<file path="src/rtl/load_sequencer.sv">
// Load sequencer: buffers load requests in a FIFO and issues them to the counter as one-cycle
// load pulses, either immediately or on a terminal match. Optional flush port: LOAD_SEQ_FLUSH_EN.
`timescale 1ns/1ps
module load_sequencer #(
  parameter int WIDTH = 4,
  parameter int DEPTH = 4
) (
  input  logic             CLK,
  input  logic             RST,
`ifdef LOAD_SEQ_FLUSH_EN
  input  logic             flush,
`endif
  input  logic             req_valid,
  output logic             req_ready,
  input  logic [WIDTH-1:0] req_value,
  input  logic             req_mode,
  input  logic [WIDTH-1:0] term_value,
  input  logic [WIDTH-1:0] cnt_in,
  output logic             load,
  output logic [WIDTH-1:0] load_value,
  output logic             busy,
  output logic [7:0]       issued_count
);

  localparam int AW = $clog2(DEPTH);

  typedef enum logic [1:0] {IDLE, WAIT, FIRE} state_t;

  state_t          state, state_nxt;
  logic [AW:0]     wr_ptr, rd_ptr, wr_nxt, rd_nxt;
  logic [WIDTH:0]  mem [DEPTH];
  logic            full, empty, push, pop, do_flush, match;
  logic            head_mode;
  logic [WIDTH-1:0] head_value;

`ifdef LOAD_SEQ_FLUSH_EN
  assign do_flush = flush;
`else
  assign do_flush = 1'b0;
`endif

  // Extra wrap bit distinguishes full from empty when the index bits coincide.
  assign full  = (wr_ptr[AW-1:0] == rd_ptr[AW-1:0]) && (wr_ptr[AW] != rd_ptr[AW]);
  assign empty = (wr_ptr == rd_ptr);

  assign req_ready = !full;
  assign push      = req_valid && !full && !do_flush;
  assign {head_mode, head_value} = mem[rd_ptr[AW-1:0]];
  assign match     = (cnt_in == term_value);

  // NOTE: every signal written here gets a default first, so no path leaves it unassigned and no latch is inferred.
  always_comb begin
    state_nxt = state;
    pop       = 1'b0;
    case (state)
      IDLE: begin
        if (!empty) begin
          if (!head_mode || match) begin
            pop       = 1'b1;
            state_nxt = FIRE;
          end else begin
            state_nxt = WAIT;
          end
        end
      end
      WAIT: begin
        // A waiting mode-1 head blocks everything behind it until its match.
        if (match) begin
          pop       = 1'b1;
          state_nxt = FIRE;
        end
      end
      FIRE:    state_nxt = IDLE;
      default: state_nxt = IDLE;
    endcase
    // The load of a FIRE already on the outputs still completes; nothing new is popped.
    if (do_flush) begin
      pop       = 1'b0;
      state_nxt = IDLE;
    end
  end

  assign wr_nxt = wr_ptr + {{AW{1'b0}}, push};
  assign rd_nxt = do_flush ? wr_ptr : rd_ptr + {{AW{1'b0}}, pop};

  // NOTE: sequential state uses non-blocking assignments so every register samples pre-edge values.
  always_ff @(posedge CLK) begin
    if (!RST) begin
      state        <= IDLE;
      wr_ptr       <= '0;
      rd_ptr       <= '0;
      load         <= 1'b0;
      load_value   <= '0;
      busy         <= 1'b0;
      issued_count <= '0;
    end else begin
      state  <= state_nxt;
      wr_ptr <= wr_nxt;
      rd_ptr <= rd_nxt;
      load   <= pop;
      if (pop) begin
        load_value   <= head_value;
        issued_count <= issued_count + 8'd1;
      end
      // Reflects the occupancy and state being entered on this edge.
      busy <= (wr_nxt != rd_nxt) || (state_nxt != IDLE);
    end
  end

  // NOTE: the storage array has no reset; entries are only read once the pointers say they were written.
  always_ff @(posedge CLK) begin
    if (push) mem[wr_ptr[AW-1:0]] <= {req_mode, req_value};
  end

endmodule

</file>
<file path="config.mk">
export PLATFORM = sky130hd
export DESIGN_NAME = load_sequencer
export DESIGN_NICKNAME = d
export VERILOG_FILES = /design/src/rtl/load_sequencer.sv
export SDC_FILE = /design/constraint.sdc
export NUM_CORES = 1
export LEC_CHECK = 0
export CAP_MARGIN = 20
export CORE_MARGIN = 2
export CORE_UTILIZATION = 52
export CTS_CLUSTER_DIAMETER = 200
export DETAILED_ROUTE_END_ITERATION = 10
export PLACE_DENSITY = 0.86
export SLEW_MARGIN = 25
export SYNTH_ARGS = -nofsm -noshare
export SYNTH_HDL_FRONTEND = slang
export SYNTH_SLANG_ARGS = --single-unit
</file>
<file path="constraint.sdc">
create_clock -name CLK -period 3.2 [get_ports CLK]
set_clock_uncertainty 0.15 [all_clocks]
set_input_delay 0.64 -clock CLK [delete_from_list [all_inputs] [get_ports CLK]]
set_output_delay 0.64 -clock CLK [all_outputs]
set_load 0.02 [all_outputs]
</file>
# Word level (Yosys, flattened, before mapping)
# Memories as Yosys holds them, arrays and structs flattened. A register that Yosys moved wholly into a read port is not among the register bits.
# Index checks and enable logic that the tools add are counted.
# totals
ff_bits,22
latchBits,0
ram_bits,20
mem_bits_ro,0
elab_cells,36
n_memories,1
# mem_list
memory,words,word_bits,rd,rd_ports_with_merged_regs,wr,line_no,text
mem,4,5,1,1,1,31,logic [WIDTH:0] mem [DEPTH];
# op_classes
n_addsub,3
multipliers,0
n_div,0
order_cmp,0
n_eq_ne,6
shifts,0
mux,11
n_bitwise,0
reduce_logical,8
# op_table
operator,count
$add A8 B1 Y8 const B,1
$mux W2,4
$add A3 B1 Y3,2
$mux W1,5
$eq A4 B4 Y1,1
$pmux W2 S2,1
$eq A3 B3 Y1,1
$ne A3 B3 Y1,1
$eq A2 B1 Y1 const B,1
$eq A2 B2 Y1,1
$logic_and A1 B1 Y1,2
$logic_not A1 Y1,2
$logic_not A2 Y1,1
$logic_or A1 B1 Y1,2
$pmux W1 S2,1
$reduce_bool A2 Y1,1
$ne A1 B1 Y1,1

# Longest topological paths before layout
# Gate-level depths: netlist of the first run.
# logic_depth
depth_word,8
ltp_mapped,13
depth_no_buf,11

# Least setup slack after synthesis of the first run
# OpenSTA, ideal clock, no wires.
# synth_path
path_type,in2reg
start,in cnt_in[1]
end,reg busy
arrival_time_ns,2.423
setup_slack_ns,0.507
cell_stages,12
n_path_buf,1
cell_sequence,xor2_1 nor4_1 a311oi_2 nand2b_1 buf_4 inv_2 ha_1 ha_1 xor2_1 xnor2_1 nor3_1 a21oi_1
# synth_between
elab_chain_len,8
word_cells_on_any_way,14
cone_classes,add/sub (1); eq/ne (2); mux (8); reduce/logical (3)
# synth_rtl
element,line_no,text
"start, declared",18,"input logic [WIDTH-1:0] cnt_in,"
$eq A4 B4 Y1 (*),49,assign match = (cnt_in == term_value);
$logic_or A1 B1 Y1,58,if (!head_mode || match) begin
$mux W1,58,
$mux W1,57,if (!empty) begin
$pmux W1 S2 (*),55,case (state)
net pop,32,"logic full, empty, push, pop, do_flush, match;"
$add A3 B1 Y3 (*),84,"assign rd_nxt = do_flush ? wr_ptr : rd_ptr + {{AW{1'b0}}, pop};"
$ne A3 B3 Y1 (*),106,busy <= (wr_nxt != rd_nxt) || (state_nxt != IDLE);
$logic_or A1 B1 Y1 (*),106,
"end signal, assigned",106,
"end, declared",21,"output logic busy,"
# Mark *: on every way through the listed nets, which the timed path passes. The rest lies on a longest branch.
# A chain may end at the register's enable or synchronous reset.

# Worst setup path in the final report of the first run
# layout_path
start,reg rd_ptr[1]
end,out req_ready
# layout_between
elab_chain_len,3
# layout_rtl
element,line_no,text
"start, declared",30,"logic [AW:0] wr_ptr, rd_ptr, wr_nxt, rd_nxt;"
"start signal, assigned",99,rd_ptr <= rd_nxt;
$eq A2 B2 Y1,43,assign full = (wr_ptr[AW-1:0] == rd_ptr[AW-1:0]) && (wr_ptr[AW] != rd_ptr[AW]);
$logic_and A1 B1 Y1,43,
$logic_not A1 Y1,46,assign req_ready = !full;
"end, declared",14,"output logic req_ready,"
# Every way passes these cells.

==> results.md, run 1 <==
- The total power per unit cell area is 656 nW/µm².
- The clock reaches the later pin of the worst-skew pair after 0.36 ns.
- The final design utilization is 0.675.
- The overall die area is 4120 µm².
- The arithmetic-cell share of the synthesized area counting full adders, half adders and majority gates is 0.0332.
- The number of global-route vias before repair is 1314.
- The number of max-slew violations in the final report is 0.
- The total clock buffers created by CTS is 5.
- The run finished with clean final reports.
- Timing analysis after detailed placement gives a worst setup slack of 0.0790 ns.
- The clock passes through at most 2 buffers.
- Subtracting the final worst setup slack from the clock period gives 2.79 ns.
- The post-synthesis cell type with the largest combined area is sky130_fd_sc_hd__edfxtp_1.
- In the global route stage, overall resource usage came out at 0.197.
- The number of I/O pins is 31.
- The required time of the critical path is 2.41 ns.
- In this run, distinct cell masters in the synthesized netlist total 39.
- Sorting the synthesized cells by area gives the leading types as sky130_fd_sc_hd__edfxtp_1 (32%), sky130_fd_sc_hd__dfxtp_1 (23%), sky130_fd_sc_hd__mux4_2 (4.8%).
- The average cell area after synthesis is 12.8 µm².
- The setup slack after layout is 0.407 ns.
- The analysis attributes to cell leakage a power of 0.871 nW.
- The delay contributed by the slowest stage of the critical path is 0.60 ns.
- The path class of the tightest hold or removal check is register to register.
- In the finished design, the share of the clock period the worst path needs comes to 0.873.
- The share of cell area taken by muxes after synthesis is 0.0850.
- Summing over every cut layer, the via total after detailed routing is 1269.
- The placed cell area is 2240 µm².
- The share of cells above drive strength 1 is 0.166.
- Along the worst path, the maximum fanout reaches 6.
- The core region is 3420 µm².
- The overflow left after global routing is 0.
- The synthesis-to-layout area growth is 22.5%.
- Setup repair after global routing left no endpoint under its margin.
- The post-route antenna net violation count is 0.
- In the final design database the tool counted 207 nets.
- The cell type group with the largest total delay on the critical path is buffers and inverters.
- The slowest stage of the critical path is the sky130_fd_sc_hd__clkdlybuf4s50_1 cell.
- The post-CTS setup buffer count is 0.
- The count of buffers inserted at the top-level ports is 30.
- Summing all non-filler instances in the final layout gives an area of 2310 µm².
- The number of storage elements in the synthesis netlist is 42.
- The wire-length estimate of the detail-placed layout is 2790 µm.
- The compound-cell area share of the yosys netlist was 0.0658.
- Setup violations remaining at the end of the flow were counted as 0.
- The floorplan has 21 rows.
- Of the total synthesized cell area, the portion taken by XOR and XNOR cells is 0.0638.
- The number of nets in the synthesized netlist is 168.
- In this run, post-CTS repair resized a total of 0 instances.
- The leading cell type in the layout, fill and taps excluded is sky130_fd_sc_hd__clkdlybuf4s50_1.
- The worst setup path is captured at a primary output.
- The share of the synthesized area in the top cell type is 0.319.
- The largest family of logic cells by synthesized area is simple AND/OR/NAND/NOR gates.
- The critical path is of the register to primary output type.
- For this run, the number of Yosys warnings is 0.
- The final-report hold violation count is 0.
- Static timing analysis puts the maximum clock frequency at 358 MHz.
- The worst setup path is launched from a register.
- The basic-gate share of the synthesized area counting and, or, nand and nor cells is 0.155.
- The die is 64.2 µm tall.
- The library cells used most frequently in the layout, excluding fill and tap cells, are sky130_fd_sc_hd__clkdlybuf4s50_1 (30), sky130_fd_sc_hd__dfxtp_1 (22), sky130_fd_sc_hd__edfxtp_1 (20).
- The total of max-cap violations is 0.
- The data arrival time of the critical path is 2.00 ns.
- The worst slew slack as a fraction of its limit is 0.780.
- The share of the Yosys chip area taken by registers is 0.553.
- The clock tree from TritonCTS is built.
- For this design, the sink count on the clock tree is 42.
- The transition time of the tightest slew-check pin is 0.326 ns.
- The worst supply voltage drop on vdd is 0.490 mV.
- The critical path goes through buf_4, xor2_2, nor2_1, nand2_1, clkdlybuf4s50_1.
- The clock tree synthesis step divided the H-tree into 2 levels.
- The count of hold buffers inserted by post-cts repair is 0.
- The cell area after synthesis is 1880 µm².
- The number of antenna diodes in the final layout is 0.
- The average wire length per cell after detail routing is 15.7 µm.
- Entering global routing, the biggest net connects 21 pins.
- The first global-routing pass estimated 6020 µm of wire.
- After technology mapping, the gate count stands at 147.
- The number of detailed-routing iterations run before antenna repair is 4.
- The clock slew seen by the registers of the worst setup and hold paths is 0.14 ns.
- The overall die width is 64.2 µm.
- The DRC violation total after the first TritonRoute iteration is 23.
- Counting both buffers and inverters, the worst setup path holds a total of 2.
- Routability-driven placement finished with a final weighted congestion of 0.749.
- For this run, design rule violations remaining after detail routing come to 0.
- The starting utilization of the core area is 0.551.
- Dividing the detail-routed via count by the number of cells gives 5.45.
- The aggregate routed wire length is 3670 µm.
- The setup TNS after final layout is 0 ns.
- The initial antenna violation count came to 0.
- The root buffer cell is sky130_fd_sc_hd__clkbuf_4.
[area by class of cell]
cell class | instances | area, µm²
Multi-Input combinational cell | 93 | 759
Clock buffer | 5 | 37.5
Fill cell | 266 | 1110
Inverter | 5 | 18.8
Timing Repair Buffer | 39 | 368
Sequential cell | 42 | 1040
Tap cell | 46 | 57.6
Clock inverter | 3 | 25.0
[per-stage QoR]
step	instances	hold slack [ns]	total power, mW
6_report	233	0.343	1.51
5_1_grt	233	0.369	1.60
4_1_cts	233	0.339	1.52
3_5_place_dp	225	0.317	1.25
3_3_place_gp	225	0.296	1.23
2_1_floorplan	147	0.383	1.08
[synth_stat cells (all sizes together)]
cell	n
inv	4
clkinv	1
ha	5
nor4	4
a21oi	6
nand2	16
nor3	2
mux4	4
o31a	1
or3	1
nor3b	2
nor2	6
xor2	10
clkbuf	2
o31ai	4
nand4	3
nor2b	1
dfxtp	22
edfxtp	20
a2111oi	1
and3	2
nand2b	2
buf	5
or4b	1
a311oi	1
or2	1
mux2i	7
o21a	1
or4	4
o21ai	1
and2	5
xnor2	2
[worst register-to-register path, delay by kind of cell, from the launching register on]
kind | cells | cell delay (ns)
AOI/OAI and AO/OA | 1 | 0.09
xor gates and xnor gates | 3 | 0.41
adders and majority gates | 2 | 0.36
buffers and inverters | 2 | 0.29
DFF | 1 | 0.50
and+or+nand+nor | 4 | 0.70
[power by group]
part / switching (mW) / internal, mW
Sequential: 0.0636 / 0.630
Combinational: 0.280 / 0.267
Clock: 0.184 / 0.0896
Total: 0.527 / 0.987
[logic make-up (layout without fill, tap and decap cells)]
kind of cell,Yosys count,in the layout
flops,42,42
simple gates,50,50
buf+inv,12,52
mux,11,11
compound gates,15,15
fa+ha+maj,5,5
xor+xnor,12,12
[worst paths after layout]
check	from	to	slack, ns	cells past startpoint
min reg2reg	load_value[2]	load_value[2]	0.34	2
min	load_value[2]	load_value[2]	0.34	2
max	rd_ptr[1]	req_ready	0.41	5
max reg2reg	rd_ptr[1]	busy	0.59	12
[registers in the layout, summed over array words and instances (netlist names)]
name,flops
busy,1
issued_count,8
load,1
load_value,4
mem,20
rd_ptr,3
state,2
wr_ptr,3
[routing by layer]
layer / global-route usage / up-vias / share of wire
li1: - / 612 / -
met1: 0.207 / 611 / 0.39
met2: 0.359 / 30 / 0.53
met3: 0.0493 / 16 / 0.040
met4: 0.106 / 0 / 0.034
met5: 0 / - / 0
Note: power is estimated with default switching activity, not from simulation.
==> run 2, diff against run 1 <==
- CAP_MARGIN: 20 -> unset
- SKIP_LAST_GASP: unset -> 1
==> results of run 2 <==
Final layout, timing and power as in run 1 (identical DEF).
==> run 3, diff against run 2 <==
- CAP_MARGIN: unset -> 20
- CORE_UTILIZATION: 52 -> 50
- PLACE_DENSITY: 0.86 -> 0.84
- clock period: 3.2 -> 3.1 ns (I/O delays scaled with it)
==> results.md, run 3 (synthesized netlist as in run 1, its figures left out) <==
- The flow ran to the end, and the final reports show no timing, DRC or antenna violations.
- The worst setup slack for register-to-register paths is 0.54 ns (-0.05 ns).
- The clock slew seen by the registers of the worst setup and hold paths is 0.08 ns (-0.06 ns).
- Setup repair after global routing left no endpoint under its margin.
- The largest individual stage delay along the critical path comes from the cell sky130_fd_sc_hd__clkdlybuf4s50_1.
- The routed via count divided by cell count is 5.27 (-3.3%).
- The number of placement rows came to 22 (+4.8%).
- The aggregate routed wire length is 3240 µm (-12%).
- The library cell used most frequently in the layout, excluding fill and tap cells, is sky130_fd_sc_hd__clkdlybuf4s50_1.
- The maximum root-to-sink buffer count is 2 (unchanged).
- The synthesis-to-layout area growth is 25.0%.
- The placed cell area is 2240 µm² (-0.22%).
- The clock insertion delay at the later pin of the skew report is 0.30 ns (-0.06 ns).
- The endpoint of the lowest-slack register-to-register path is busy.
- The worst slack at placement was 0.0277 ns (-0.0513 ns).
- The depth of the CTS H-tree is 2 (unchanged).
- The depth of the worst register-to-register path is 11 (-1).
- The delay contributed by the slowest stage of the critical path is 0.41 ns (-0.19 ns).
- Traced cell by cell, the critical path runs through clkdlybuf4s50_1, xor2_1, nor4_1, a311oi_2, nand2b_1, inv_2, ha_1, ha_1, xor2_1, xnor2_1, nor3_1, a21oi_1.
- The net total in the final layout came to 206 (-0.48%).
- The critical hold path startpoint is load_value[1].
- The clock tree from TritonCTS is built.
- The capturing element type of the critical path is a register.
- The area of all placed cells without fillers was 2350 µm² (+2.0%).
- The required time of the critical path was 3.14 ns (+0.73 ns).
- The overall die width is 65.4 µm (+1.9%).
- The static leakage power is 0.884 nW (+1.6%).
- The detailed-route via count is 1233 (-2.8%).
- The largest driver fanout on the critical path was 2 (-4).
- The count of hold buffers inserted by post-cts repair is 0 (unchanged).
- The number of detailed-routing iterations run before antenna repair is 4 (unchanged).
- The worst slew slack as a fraction of its limit was 0.489 (-0.291).
- The data arrival time of the critical path was 2.80 ns (+0.80 ns).
- The total of max-cap violations is 0 (unchanged).
- In this run the clock root is driven by a sky130_fd_sc_hd__clkbuf_8.
- The placeable core region is 3630 µm² (+6.4%).
- The overall fraction of global-route tracks in use was 0.170 (-0.0275).
- The classification of the worst setup path is input port to register.
- The part of the cycle the worst path needs is 0.892.
- The worst hold margin is 0.314 ns (-0.0286 ns).
- The number of filler instances in the final layout was 299 (+12%).
- The number of I/O pins is 31 (unchanged).
- The final-report hold violation count is 0 (unchanged).
- The worst register-to-register path begins at rd_ptr[1].
- The global-route wire length before repair is 5420 µm (-9.9%).
- The share of cells above drive strength 1 is 0.161 (-0.00449).
- The worst path in the final design needs a cycle of 2.77 ns, including I/O delays and setup.
- The number of global-route vias before repair is 1267 (-3.6%).
- The number of max-slew violations in the final report is 0 (unchanged).
- The total clock buffers created by CTS is 5 (unchanged).
- The number of cells on the worst hold path was 2 (unchanged).
- The count of buffers inserted at the top-level ports is 30 (unchanged).
- The placed cell count is 226 (+0.44%).
- The starting utilization of the core area came to 0.518 (-0.0330).
- The setup TNS after final layout is 0 ns (unchanged).
- The element type at the critical path start is an input port.
- The post-CTS setup buffer count came to 0 (unchanged).
- The flip-flop count of the largest register, all copies and words added is 20 (unchanged).
- The y dimension of the die is 65.4 µm (+1.9%).
- The number of sinks on the clock net is 42 (unchanged).
- The total setup violations reported at the end of the flow is 0 (unchanged).
- The HPWL after detailed placement is 2510 µm (-10%).
- The transition time of the tightest slew-check pin is 0.761 ns (+0.434 ns).
- In this run the worst hold path is classified as register to register.
- The number of design rule violations left after detail routing came to 0 (unchanged).
- The routability-driven placement congestion ratio is 0.763 (+1.9%).
- The endpoint of the worst hold path is load_value[1].
- The total power per unit cell area is 720 nW/µm² (+9.7%).
- The maximum achievable frequency is 362 MHz.
- The post-route antenna net violation count was 0 (unchanged).
- The DRC violation total after the first TritonRoute iteration is 31 (+35%).
- The initial antenna violation count is 0 (unchanged).
- The area of the multi-input gates is 759 µm² (unchanged).
- The setup slack after layout is 0.334 ns (-0.0726 ns).
- The worst supply voltage drop on vdd is 0.439 mV (-10%).
- The number of diodes added for antenna fixing is 0 (unchanged).
- The area taken by flip-flops and latches is 1040 µm² (unchanged).
- The number of cells upsized or downsized after cts was 0 (unchanged).
- The number of standard cells in the layout, taps in and fillers out was 234 (+0.43%).
- The overflow left after global routing was 0 (unchanged).
- The maximum number of pins on one net before global-route repair is 21 (unchanged).
- The overall die area is 4270 µm² (+3.8%).
- Leaving out fill and tap cells, the most frequent cells in the layout are sky130_fd_sc_hd__clkdlybuf4s50_1 (30), sky130_fd_sc_hd__dfxtp_1 (22), sky130_fd_sc_hd__edfxtp_1 (20).
- The average wire length per cell after detail routing is 13.8 µm (-12%).
==> run 3: changes by cell type in the layout (fill, tap and decap cells not counted), sizes merged <==
cell / change
clkinv: -1
bufinv: +1
inv: -1
buf: -1
clkinvlp: +1
==> run 3: per-stage QoR <==
step / util / power, mW
2_1_floorplan: - / 1.11
3_3_place_gp: 0.616 / 1.26
3_5_place_dp: 0.616 / 1.28
4_1_cts: 0.648 / 1.71
5_1_grt: 0.648 / 1.79
6_report: 0.648 / 1.69
==> run 3: area by class of cell <==
class | count | area share
Sequential cell | 42 | 0.442
Clock buffer | 5 | 0.0292
Timing Repair Buffer | 38 | 0.153
Tap cell | 48 | 0.0255
Multi-Input combinational cell | 93 | 0.323
Inverter | 5 | 0.00797
Clock inverter | 3 | 0.0191
==> run 3: report_power, final <==
group          leakage (nW)  total (mW)  switching [mW]  internal [mW]
sequential            0.363       0.714          0.0635          0.650
clock                0.0504       0.428           0.188          0.239
combinational         0.471       0.552           0.279          0.274
==> run 3: worst max path at each step <==
| stage | to | startpoint | cells past startpoint |
|---|---|---|---|
| 5_1_grt | busy | term_value[1] | 12 |
| 3_3_place_gp | busy | term_value[1] | 12 |
| 4_1_cts | busy | term_value[1] | 12 |
| 3_5_place_dp | busy | term_value[1] | 12 |
| 2_1_floorplan | busy | cnt_in[1] | 12 |
| 6_report | busy | term_value[1] | 12 |
==> run 3: layer usage <==
metal,share of wire,GRT usage,wire length [µm],vias to the layer above
met5,0,0,0,-
met4,0.0099,0.0469,32,0
met3,0.032,0.0462,105,4
met2,0.57,0.341,1840,21
met1,0.39,0.168,1270,597
li1,-,-,-,611
==> run 3: worst max-delay path, delay by kind of cell <==
family | cells | cell delay, ns
compound gates | 2 | 0.18
xor+xnor | 3 | 0.48
fa+ha+maj | 2 | 0.30
buf+inv | 2 | 0.48
simple gates | 3 | 0.75
